$ cat config.mk
export PLATFORM = sky130hd
export DESIGN_NAME = modulo_varredura_16_mx
export DESIGN_NICKNAME = d
export VERILOG_FILES = /design/src/rtl/scan_pkg.sv /design/src/rtl/modulo_decod_canal_mx.sv /design/src/rtl/modulo_varredura_16_mx.sv
export SDC_FILE = /design/constraint.sdc
export NUM_CORES = 1
export LEC_CHECK = 0
export ABC_AREA = 1
export CORE_ASPECT_RATIO = 1.4
export CORE_MARGIN = 10
export CORE_UTILIZATION = 60
export CTS_BUF_LIST = sky130_fd_sc_hd__clkbuf_4 sky130_fd_sc_hd__clkbuf_8
export DETAILED_ROUTE_END_ITERATION = 8
export PLACE_DENSITY = 0.87
export SYNTH_ARGS = -nofsm -noshare
export SYNTH_HDL_FRONTEND = slang
export SYNTH_SLANG_ARGS = --single-unit
$ cat constraint.sdc
create_clock -name clk -period 3.8 [get_ports clk]
set_input_delay 1.14 -clock clk [delete_from_list [all_inputs] [get_ports clk]]
set_output_delay 1.14 -clock clk [all_outputs]
set_load 0.005 [all_outputs]
$ cat src/rtl/scan_pkg.sv
`default_nettype none
// ============================================================================
// Module   : scan_pkg
// Purpose  : Shared definitions for the 16-channel demux scan controller.
//            Holds the scan state encoding, the channel count, the last-channel
//            index and the matrix coordinate width.
// Ports    : none (package)
// Revision : 1.0 - initial release
// ============================================================================
package scan_pkg;

  typedef enum logic [1:0] {
    ST_IDLE  = 2'd0,
    ST_BLANK = 2'd1,
    ST_ON    = 2'd2
  } scan_state_e;

  localparam int unsigned NUM_CHANNELS = 16;
  localparam logic [3:0]  LAST_CHANNEL = 4'd15;
  localparam int unsigned COORD_W      = 3;

endpackage : scan_pkg
`default_nettype wire

$ cat src/rtl/modulo_decod_canal_mx.sv
`default_nettype none
// ============================================================================
// Module   : modulo_decod_canal_mx
// Purpose  : Combinational decode of a demux channel number into the matrix
//            column/row coordinate it addresses. The 16 channels map onto a
//            4x4 region, so the top bit of each coordinate is always zero.
// Ports    : ch  in  4        demux channel
//            mdc out COORD_W  column coordinate = {0, ch[1:0]}
//            mdl out COORD_W  row coordinate    = {0, ch[3:2]}
// Revision : 1.0 - initial release
// ============================================================================
module modulo_decod_canal_mx
  import scan_pkg::*;
(
  input  logic [3:0]         ch,
  output logic [COORD_W-1:0] mdc,
  output logic [COORD_W-1:0] mdl
);

  assign mdc = {1'b0, ch[1:0]};
  assign mdl = {1'b0, ch[3:2]};

endmodule : modulo_decod_canal_mx
`default_nettype wire

$ cat src/rtl/modulo_varredura_16_mx.sv
`default_nettype none
// ============================================================================
// Module   : modulo_varredura_16_mx
// Purpose  : Scan controller for the 1-of-16 LED matrix demux. Steps the demux
//            select through channels 0..15, DWELL cycles per channel, with an
//            optional blanking window of BLANK cycles at the start of each
//            channel, and pulses frame_done on the last cycle of channel 15.
// Macro    : SCAN_BLANK_EN - when defined the BLANK state is built in; when
//            undefined each channel spends all DWELL cycles in ON and blank
//            is only high while idle.
// Params   : DWELL (2..65535) cycles per channel
//            BLANK (1..DWELL-1) blanking cycles per channel
// Ports    : clk        in   system clock, rising edge
//            rst        in   synchronous active-high reset
//            start      in   begin a frame (sampled only in IDLE)
//            cont       in   continuous mode (sampled at end of frame)
//            dmx16_sel  out  current demux channel
//            mdc, mdl   out  column/row coordinate of the current channel
//            blank      out  matrix outputs must be disabled
//            busy       out  frame in progress
//            frame_done out  one-cycle pulse on last cycle of channel 15
// Revision : 1.0 - initial release
// ============================================================================
module modulo_varredura_16_mx
  import scan_pkg::*;
#(
  parameter int unsigned DWELL = 1000,
  parameter int unsigned BLANK = 8
) (
  input  logic               clk,
  input  logic               rst,
  input  logic               start,
  input  logic               cont,
  output logic [3:0]         dmx16_sel,
  output logic [COORD_W-1:0] mdc,
  output logic [COORD_W-1:0] mdl,
  output logic               blank,
  output logic               busy,
  output logic               frame_done
);

  localparam logic [1:0] S_IDLE = ST_IDLE;
  localparam logic [1:0] S_ON   = ST_ON;

  // The counter counts down to zero; each phase loads (length - 1).
`ifdef SCAN_BLANK_EN
  localparam logic [1:0]  S_BLANK      = ST_BLANK;
  localparam logic [15:0] ON_RELOAD    = 16'(DWELL - BLANK - 1);
  localparam logic [15:0] FIRST_RELOAD = 16'(BLANK - 1);
  localparam logic [1:0]  S_CH_FIRST   = S_BLANK;
`else
  localparam logic [15:0] ON_RELOAD    = 16'(DWELL - 1);
  localparam logic [15:0] FIRST_RELOAD = ON_RELOAD;
  localparam logic [1:0]  S_CH_FIRST   = S_ON;

  // BLANK has no meaning without the blanking window.
  logic unused_blank_param;
  assign unused_blank_param = ^16'(BLANK);
`endif

  logic [1:0]         state;
  logic [1:0]         nxt_state;
  logic [3:0]         nxt_sel;
  logic [15:0]        cnt;
  logic [15:0]        nxt_cnt;
  logic [COORD_W-1:0] dec_mdc;
  logic [COORD_W-1:0] dec_mdl;

  always_comb begin
    nxt_state = state;
    nxt_sel   = dmx16_sel;
    nxt_cnt   = cnt;
    case (state)
      S_IDLE: begin
        if (start) begin
          nxt_state = S_CH_FIRST;
          nxt_sel   = 4'd0;
          nxt_cnt   = FIRST_RELOAD;
        end
      end
`ifdef SCAN_BLANK_EN
      S_BLANK: begin
        if (cnt == 16'd0) begin
          nxt_state = S_ON;
          nxt_cnt   = ON_RELOAD;
        end else begin
          nxt_cnt = cnt - 16'd1;
        end
      end
`endif
      S_ON: begin
        if (cnt != 16'd0) begin
          nxt_cnt = cnt - 16'd1;
        end else if (dmx16_sel != LAST_CHANNEL || cont) begin
          // 4-bit increment wraps 15 -> 0 for continuous mode.
          nxt_state = S_CH_FIRST;
          nxt_sel   = dmx16_sel + 4'd1;
          nxt_cnt   = FIRST_RELOAD;
        end else begin
          // Select and coordinates hold the channel-15 values while idle.
          nxt_state = S_IDLE;
          nxt_cnt   = 16'd0;
        end
      end
      default: begin
        nxt_state = S_IDLE;
      end
    endcase
  end

  // Decode the next channel so the coordinates register on the same edge
  // as the select.
  modulo_decod_canal_mx u_decod (
    .ch  (nxt_sel),
    .mdc (dec_mdc),
    .mdl (dec_mdl)
  );

  // All outputs are registered from next-state values, so they change on the
  // same edge as the state they describe.
  always_ff @(posedge clk) begin
    if (rst) begin
      state      <= S_IDLE;
      dmx16_sel  <= 4'd0;
      mdc        <= '0;
      mdl        <= '0;
      cnt        <= 16'd0;
      blank      <= 1'b1;
      busy       <= 1'b0;
      frame_done <= 1'b0;
    end else begin
      state      <= nxt_state;
      dmx16_sel  <= nxt_sel;
      mdc        <= dec_mdc;
      mdl        <= dec_mdl;
      cnt        <= nxt_cnt;
      blank      <= (nxt_state != S_ON);
      busy       <= (nxt_state != S_IDLE);
      frame_done <= (nxt_state == S_ON) && (nxt_sel == LAST_CHANNEL) &&
                    (nxt_cnt == 16'd0);
    end
  end

endmodule : modulo_varredura_16_mx
`default_nettype wire

==> impl_metrics.py, run 1 <==
metrics = {
    "synthesis": {
        "yosysTopAreaCell": "dfxtp_1",
        "synth_edf_count": 0,
        "yosysWarnings": 0,
        "synthTopCellsByArea": "dfxtp_1 (27%), nand2_1 (17%), nor2_1 (12%)",
        "avgSynthCellArea_um2": 6.03,
        "synth_cell_type_count": 29,
        "yosys_register_bits": 25,
        "syn-instance-count": 308,
        "synth_top_area_frac": 0.270,
        "ys.flop_type": "dfxtp_1",
        "async_reset_ff_frac": 0,
        "synth_area_mm2": 0.00186,
        "seq_area_frac_synth": 0.270,
    },
    "global_route": {
        "overflow": 0,
        "grt_pass1_vias": 1706,
        "grt_pass1_wl_mm": 7.61,
        "grt_max_degree": 22,
        "grt_antenna_before_repair": 0,
        "grt_usage": 0.161,
    },
    "clocking": {
        "cts_resized": 0,
        "clk_path_buf_depth": 2,
        "htreeDepth": 1,
        "root_buffer": "clkbuf_8",
        "clock-sinks": 25,
        "numCtsBuffers": 3,
        "clkTransAtPathRegs_ps": 90,
        "cts_hold_buf": 0,
        "cts_setup_buffers": 0,
        "cts_tree": "yes",
        "clk-insertion-delay-late_ps": 270,
    },
    "sta": {
        "setup_tns_ps": 0,
        "slew_headroom": 0.644,
        "skew_ps": 6.87,
        "rsz0062_at_grt": "no",
        "clock.fmax_mhz": 409,
        "worst_pin_slew_ps": 533,
        "setup_viol": 0,
        "final-hold-violation-count": 0,
        "whs_ps": 559,
        "layout_min_cycle_time_ps": 2440,
        "fin_crit_sh": 0.643,
        "maxSlewViolCount": 0,
    },
    "floorplan": {
        "die_x_um": 67.0,
        "core.rowCount": 23,
        "dieHeight_um": 85.8,
        "io_pins": 17,
        "start_util": 0.639,
        "core-area_mm2": 0.00291,
        "dieArea_mm2": 0.00575,
    },
    "power": {
        "vdd_drop_max_mv": 0.283,
        "power_mw": 0.702,
        "power_density_mw_per_mm2": 343,
        "p_leak_nw": 1.01,
    },
    "routing": {
        "first_iter_violations": 160,
        "via_count": 1857,
        "drtAntennaViolNets": 0,
        "routedWlPerCell_um": 12.7,
        "wl_mm": 4.52,
        "via_per_inst": 5.20,
        "dr.pass1.iters": 6,
        "drc": 0,
    },
    "critical_path": {
        "worstPathMaxFanout": 5,
        "reg2reg_from": "cnt[0]",
        "arrival_ps": 2660,
        "crit_type": "in2reg",
        "r2r_cells": 11,
        "worst-endpoint-required_ps": 4010,
        "r2r-end": "frame_done",
        "reg2reg_slack_ps": 1740,
        "worstSetupEndpointType": "flip-flop",
        "critPathLaunchType": "input port",
    },
    "placement": {
        "io_buffers": 14,
        "gp_congestion": 0.920,
        "place.detailed.hpwl_mm": 3.56,
    },
    "min_path": {
        "hp-class": "reg2reg",
        "min_delay_path_depth": 2,
        "min-delay-start": "cnt[0]",
        "hold_end": "cnt[0]",
    },
    "flow_run": {
        "maxCapViolations": 0,
    },
    "finish": {
        "seqCellArea_um2": 500,
        "antennaDiodeCount": 0,
        "multi_input_area_mm2": 0.00114,
        "layout_common_cells": "nand2_1 (86), nor2_1 (57), inv_1 (34)",
        "layout_commonest_cell": "nand2_1",
        "nets": 327,
        "fill_cells": 250,
        "fin_util": 0.705,
        "layout-drive-gt1-share": 0.141,
        "area_delta_synth_final_pct": 10.4,
    },
    "outcome": {
        "status": "finished, final reports clean",
    },
}
## through the flow
stage / cell area [um^2] / worst slack [ps] / instances
after floorplan: 1860 / 1710 / 310
after global placement: 2000 / 1140 / 353
after detailed placement: 2000 / 1090 / 353
after CTS: 2050 / 1370 / 357
after global routing: 2050 / 1180 / 357
final: 2050 / 1360 / 357
## cells in the mapped netlist, types with 3 or more instances
library cell / n
buf_4: 6
inv_2: 9
nand2_1: 86
xor2_1: 4
nand2_4: 3
nand3_1: 24
dfxtp_1: 25
inv_1: 34
nand2_2: 7
nor2_2: 9
o21ai_0: 9
a21oi_1: 10
nor2_1: 57
nor2_4: 5
## worst max-delay path by stage
stage                            end  slack (ps)  depth (start not counted)  start
after floorplan           frame_done        1710                         13   cont
after global placement    frame_done        1140                         12  start
after detailed placement  frame_done        1090                         12  start
after global routing      frame_done        1180                         12  start
final                     frame_done        1360                         12  start
after CTS                 frame_done        1370                         12  start
## sequential cells by signal (all words and copies together), names as in the netlist
signal / flops
frame_done: 1
blank: 1
state: 2
dmx16_sel: 4
cnt: 16
busy: 1
## routing by layer
| layer | vias up | track usage | part of all wire |
|---|---|---|---|
| li1 | 957 | - | - |
| met1 | 817 | 0.189 | 0.42 |
| met2 | 76 | 0.291 | 0.51 |
| met3 | 7 | 0.0221 | 0.062 |
| met4 | 0 | 0.0393 | 0.011 |
| met5 | - | 0 | 0 |
## cells by family (layout without fill, tap and decap cells)
family                   count (synthesis)  in the layout  synth area share
AO/OA/AOI/OAI                           23             23            0.0694
XOR/XNOR                                 4              4            0.0189
adder cells (fa/ha/maj)                  2              2            0.0135
buffers and inverters                   54             64             0.122
flip-flops                              25             25             0.270
other                                    1              3           0.00202
AND/OR/NAND/NOR                        199            199             0.505
## final cells by class
cell class              count  share of cell area
flip-flops and latches     25               0.244
multi-input cells         231               0.555
inverters                  45              0.0824
well taps                  37              0.0226
repair buffers             15              0.0720
clock buffers               4              0.0238
## where the power goes
group	switching (mW)	internal, mW	leakage, nW
logic	0.155	0.0822	0.782
registers	0.0188	0.277	0.205
clock network	0.0876	0.0822	0.0262
total	0.261	0.441	1.01
## critical path: stages
cell and delay, ps:
clkdlybuf4s50_1 530, nand2_1 120, nand2_2 150, inv_2 60
nand2_1 50, a21boi_2 170, nand2_1 60, nor2_1 80
nand2_1 60, nor2_1 80, nand3_1 70, nor2_1 80
(Power assumes the default switching activity.)
==> run 2: changes to the inputs <==
--- a/config.mk
+++ b/config.mk
@@ -8,10 +8,10 @@
 export ABC_AREA = 1
 export CORE_ASPECT_RATIO = 1.4
 export CORE_MARGIN = 10
-export CORE_UTILIZATION = 60
+export CORE_UTILIZATION = 59
 export CTS_BUF_LIST = sky130_fd_sc_hd__clkbuf_4 sky130_fd_sc_hd__clkbuf_8
 export DETAILED_ROUTE_END_ITERATION = 8
-export PLACE_DENSITY = 0.87
+export PLACE_DENSITY = 0.86
 export SYNTH_ARGS = -nofsm -noshare
 export SYNTH_HDL_FRONTEND = slang
 export SYNTH_SLANG_ARGS = --single-unit
==> constraint.sdc (replaced) <==
create_clock -name clk -period 2.3 [get_ports clk]
set_input_delay 0.69 -clock clk [delete_from_list [all_inputs] [get_ports clk]]
set_output_delay 0.69 -clock clk [all_outputs]
set_load 0.005 [all_outputs]
==> run 2 against run 1 <==
Net effect: global-route usage up 0.20 points; clock skew is 4.6 ps lower; critical path depth down 1; combinational power increased by 65%; critical path type unchanged.
==> impl_metrics.py, run 2 (synthesis gave the netlist of run 1 again) <==
metrics = {
    "sta": {
        "skew_ps": 2.31,
        "rsz0062_at_grt": "no",
        "whs_ps": 558,
        "maxSlewViolCount": 0,
        "layout_setup_ws_ps": 280,
        "setup_tns_ps": 0,
        "layout_min_cycle_time_ps": 2020,
        "final-hold-violation-count": 0,
        "setup_viol": 0,
        "clock.fmax_mhz": 495,
        "fin_crit_sh": 0.878,
    },
    "floorplan": {
        "io_pins": 17,
        "core-area_mm2": 0.00306,
        "dieHeight_um": 86.4,
        "die_x_um": 67.4,
        "core.rowCount": 24,
        "start_util": 0.606,
        "dieArea_mm2": 0.00582,
    },
    "global_route": {
        "grt_antenna_before_repair": 0,
        "grt_usage": 0.163,
        "grt_max_degree": 21,
        "overflow": 0,
        "grt_pass1_wl_mm": 7.65,
        "grt_pass1_vias": 1771,
    },
    "critical_path": {
        "reg2reg_slack_ps": 300,
        "worst-endpoint-required_ps": 2510,
        "path_cells": "clkdlybuf4s50_1, nand2_1, nor2_1, inv_1, nand3_1, nand2_1, inv_2, nand2_1, nor2_1, nand3_1, nor2_1",
        "max_stage_delay_ps": 470,
        "reg2reg_from": "cnt[0]",
        "worstSetupEndpointType": "flip-flop",
        "crit_type": "in2reg",
        "arrival_ps": 2230,
        "r2r-end": "frame_done",
        "critPathSlowestCell": "clkdlybuf4s50_1",
        "worstPathMaxFanout": 3,
        "r2r_cells": 14,
        "critPathLaunchType": "input port",
    },
    "finish": {
        "antennaDiodeCount": 0,
        "layout_common_cells": "nand2_1 (86), nor2_1 (57), inv_1 (34)",
        "top_register": "cnt",
        "layout-drive-gt1-share": 0.146,
        "area_delta_synth_final_pct": 11.2,
        "reg_top3": "cnt (16), dmx16_sel (4), state (2)",
        "largest_reg_flops": 16,
        "nets": 329,
        "layout_commonest_cell": "nand2_1",
    },
    "clocking": {
        "htreeDepth": 1,
        "cts_resized": 0,
        "cts_tree": "yes",
        "clock-sinks": 25,
        "clk-insertion-delay-late_ps": 270,
        "root_buffer": "clkbuf_8",
        "clk_path_buf_depth": 2,
        "cts_hold_buf": 0,
        "cts_setup_buffers": 0,
        "numCtsBuffers": 3,
        "clkTransAtPathRegs_ps": 90,
    },
    "routing": {
        "drc": 0,
        "drtAntennaViolNets": 0,
        "routedWlPerCell_um": 12.1,
        "wl_mm": 4.36,
        "first_iter_violations": 113,
        "via_count": 1828,
        "via_per_inst": 5.06,
        "dr.pass1.iters": 4,
    },
    "flow_run": {
        "maxCapViolations": 0,
    },
    "power": {
        "power_frac_comb": 0.343,
        "p_clk_frac": 0.229,
        "power_mw": 1.14,
        "seq_power_share": 0.428,
        "power_density_mw_per_mm2": 550,
        "p_int_mw": 0.717,
        "p_leak_nw": 1.02,
        "sw_frac_of_total": 0.369,
        "power_switching_mw": 0.419,
        "vdd_drop_max_mv": 0.414,
    },
    "min_path": {
        "hp-class": "reg2reg",
        "hold_end": "cnt[0]",
        "min-delay-start": "cnt[0]",
        "min_delay_path_depth": 2,
    },
    "placement": {
        "place.detailed.hpwl_mm": 3.49,
        "io_buffers": 14,
        "pre_cts_slack_ps": 44.9,
        "gp_congestion": 0.887,
    },
    "outcome": {
        "status": "finished, final reports clean",
    },
}
## run 2: cell type report
type	instances	area, um^2
clock buffers	3	41.3
clock inverters	1	5.00
fillers	303	998
inverters	45	169
multi-input cells	231	1140
flip-flops and latches	25	500
well taps	39	48.8
repair buffers	17	163
## run 2: critical path, delay by kind of cell
kind,cells,cell delay [ps]
AND/OR/NAND/NOR,8,880
buffers and inverters,3,660
## run 2: how the worst max path moves through the flow
| stage | depth (start not counted) | end | from |
|---|---|---|---|
| after floorplan | 13 | frame_done | cont |
| after global placement | 12 | frame_done | start |
| after detailed placement | 11 | frame_done | start |
| after CTS | 11 | frame_done | start |
| after global routing | 12 | frame_done | cnt[0] |
| final | 11 | frame_done | start |
## run 2: metrics by stage
stage           util  std cells  instance area [um^2]
6_report       0.674        361                  2060
2_1_floorplan      -        310                  1860
3_3_place_gp   0.659        357                  2020
5_1_grt        0.674        361                  2060
3_5_place_dp   0.659        357                  2020
4_1_cts        0.674        361                  2060
## run 2: per-layer routing
metal  GRT usage  up-vias  routed length (um)
met5           0        -                   0
met4      0.0562        0                  65
met3      0.0220        7                 182
met2       0.299       51                2380
met1       0.181      808                1730
li1            -      962                   -
## run 2: power by group through the flow
| stage | Combinational [mW] | Sequential [mW] | Clock, mW |
|---|---|---|---|
| final | 0.390 | 0.486 | 0.260 |
| after global routing | 0.444 | 0.489 | 0.283 |
| after CTS | 0.389 | 0.485 | 0.266 |
| after detailed placement | 0.383 | 0.495 | 0 |
| after global placement | 0.377 | 0.495 | 0 |
| after floorplan | 0.306 | 0.489 | 0 |
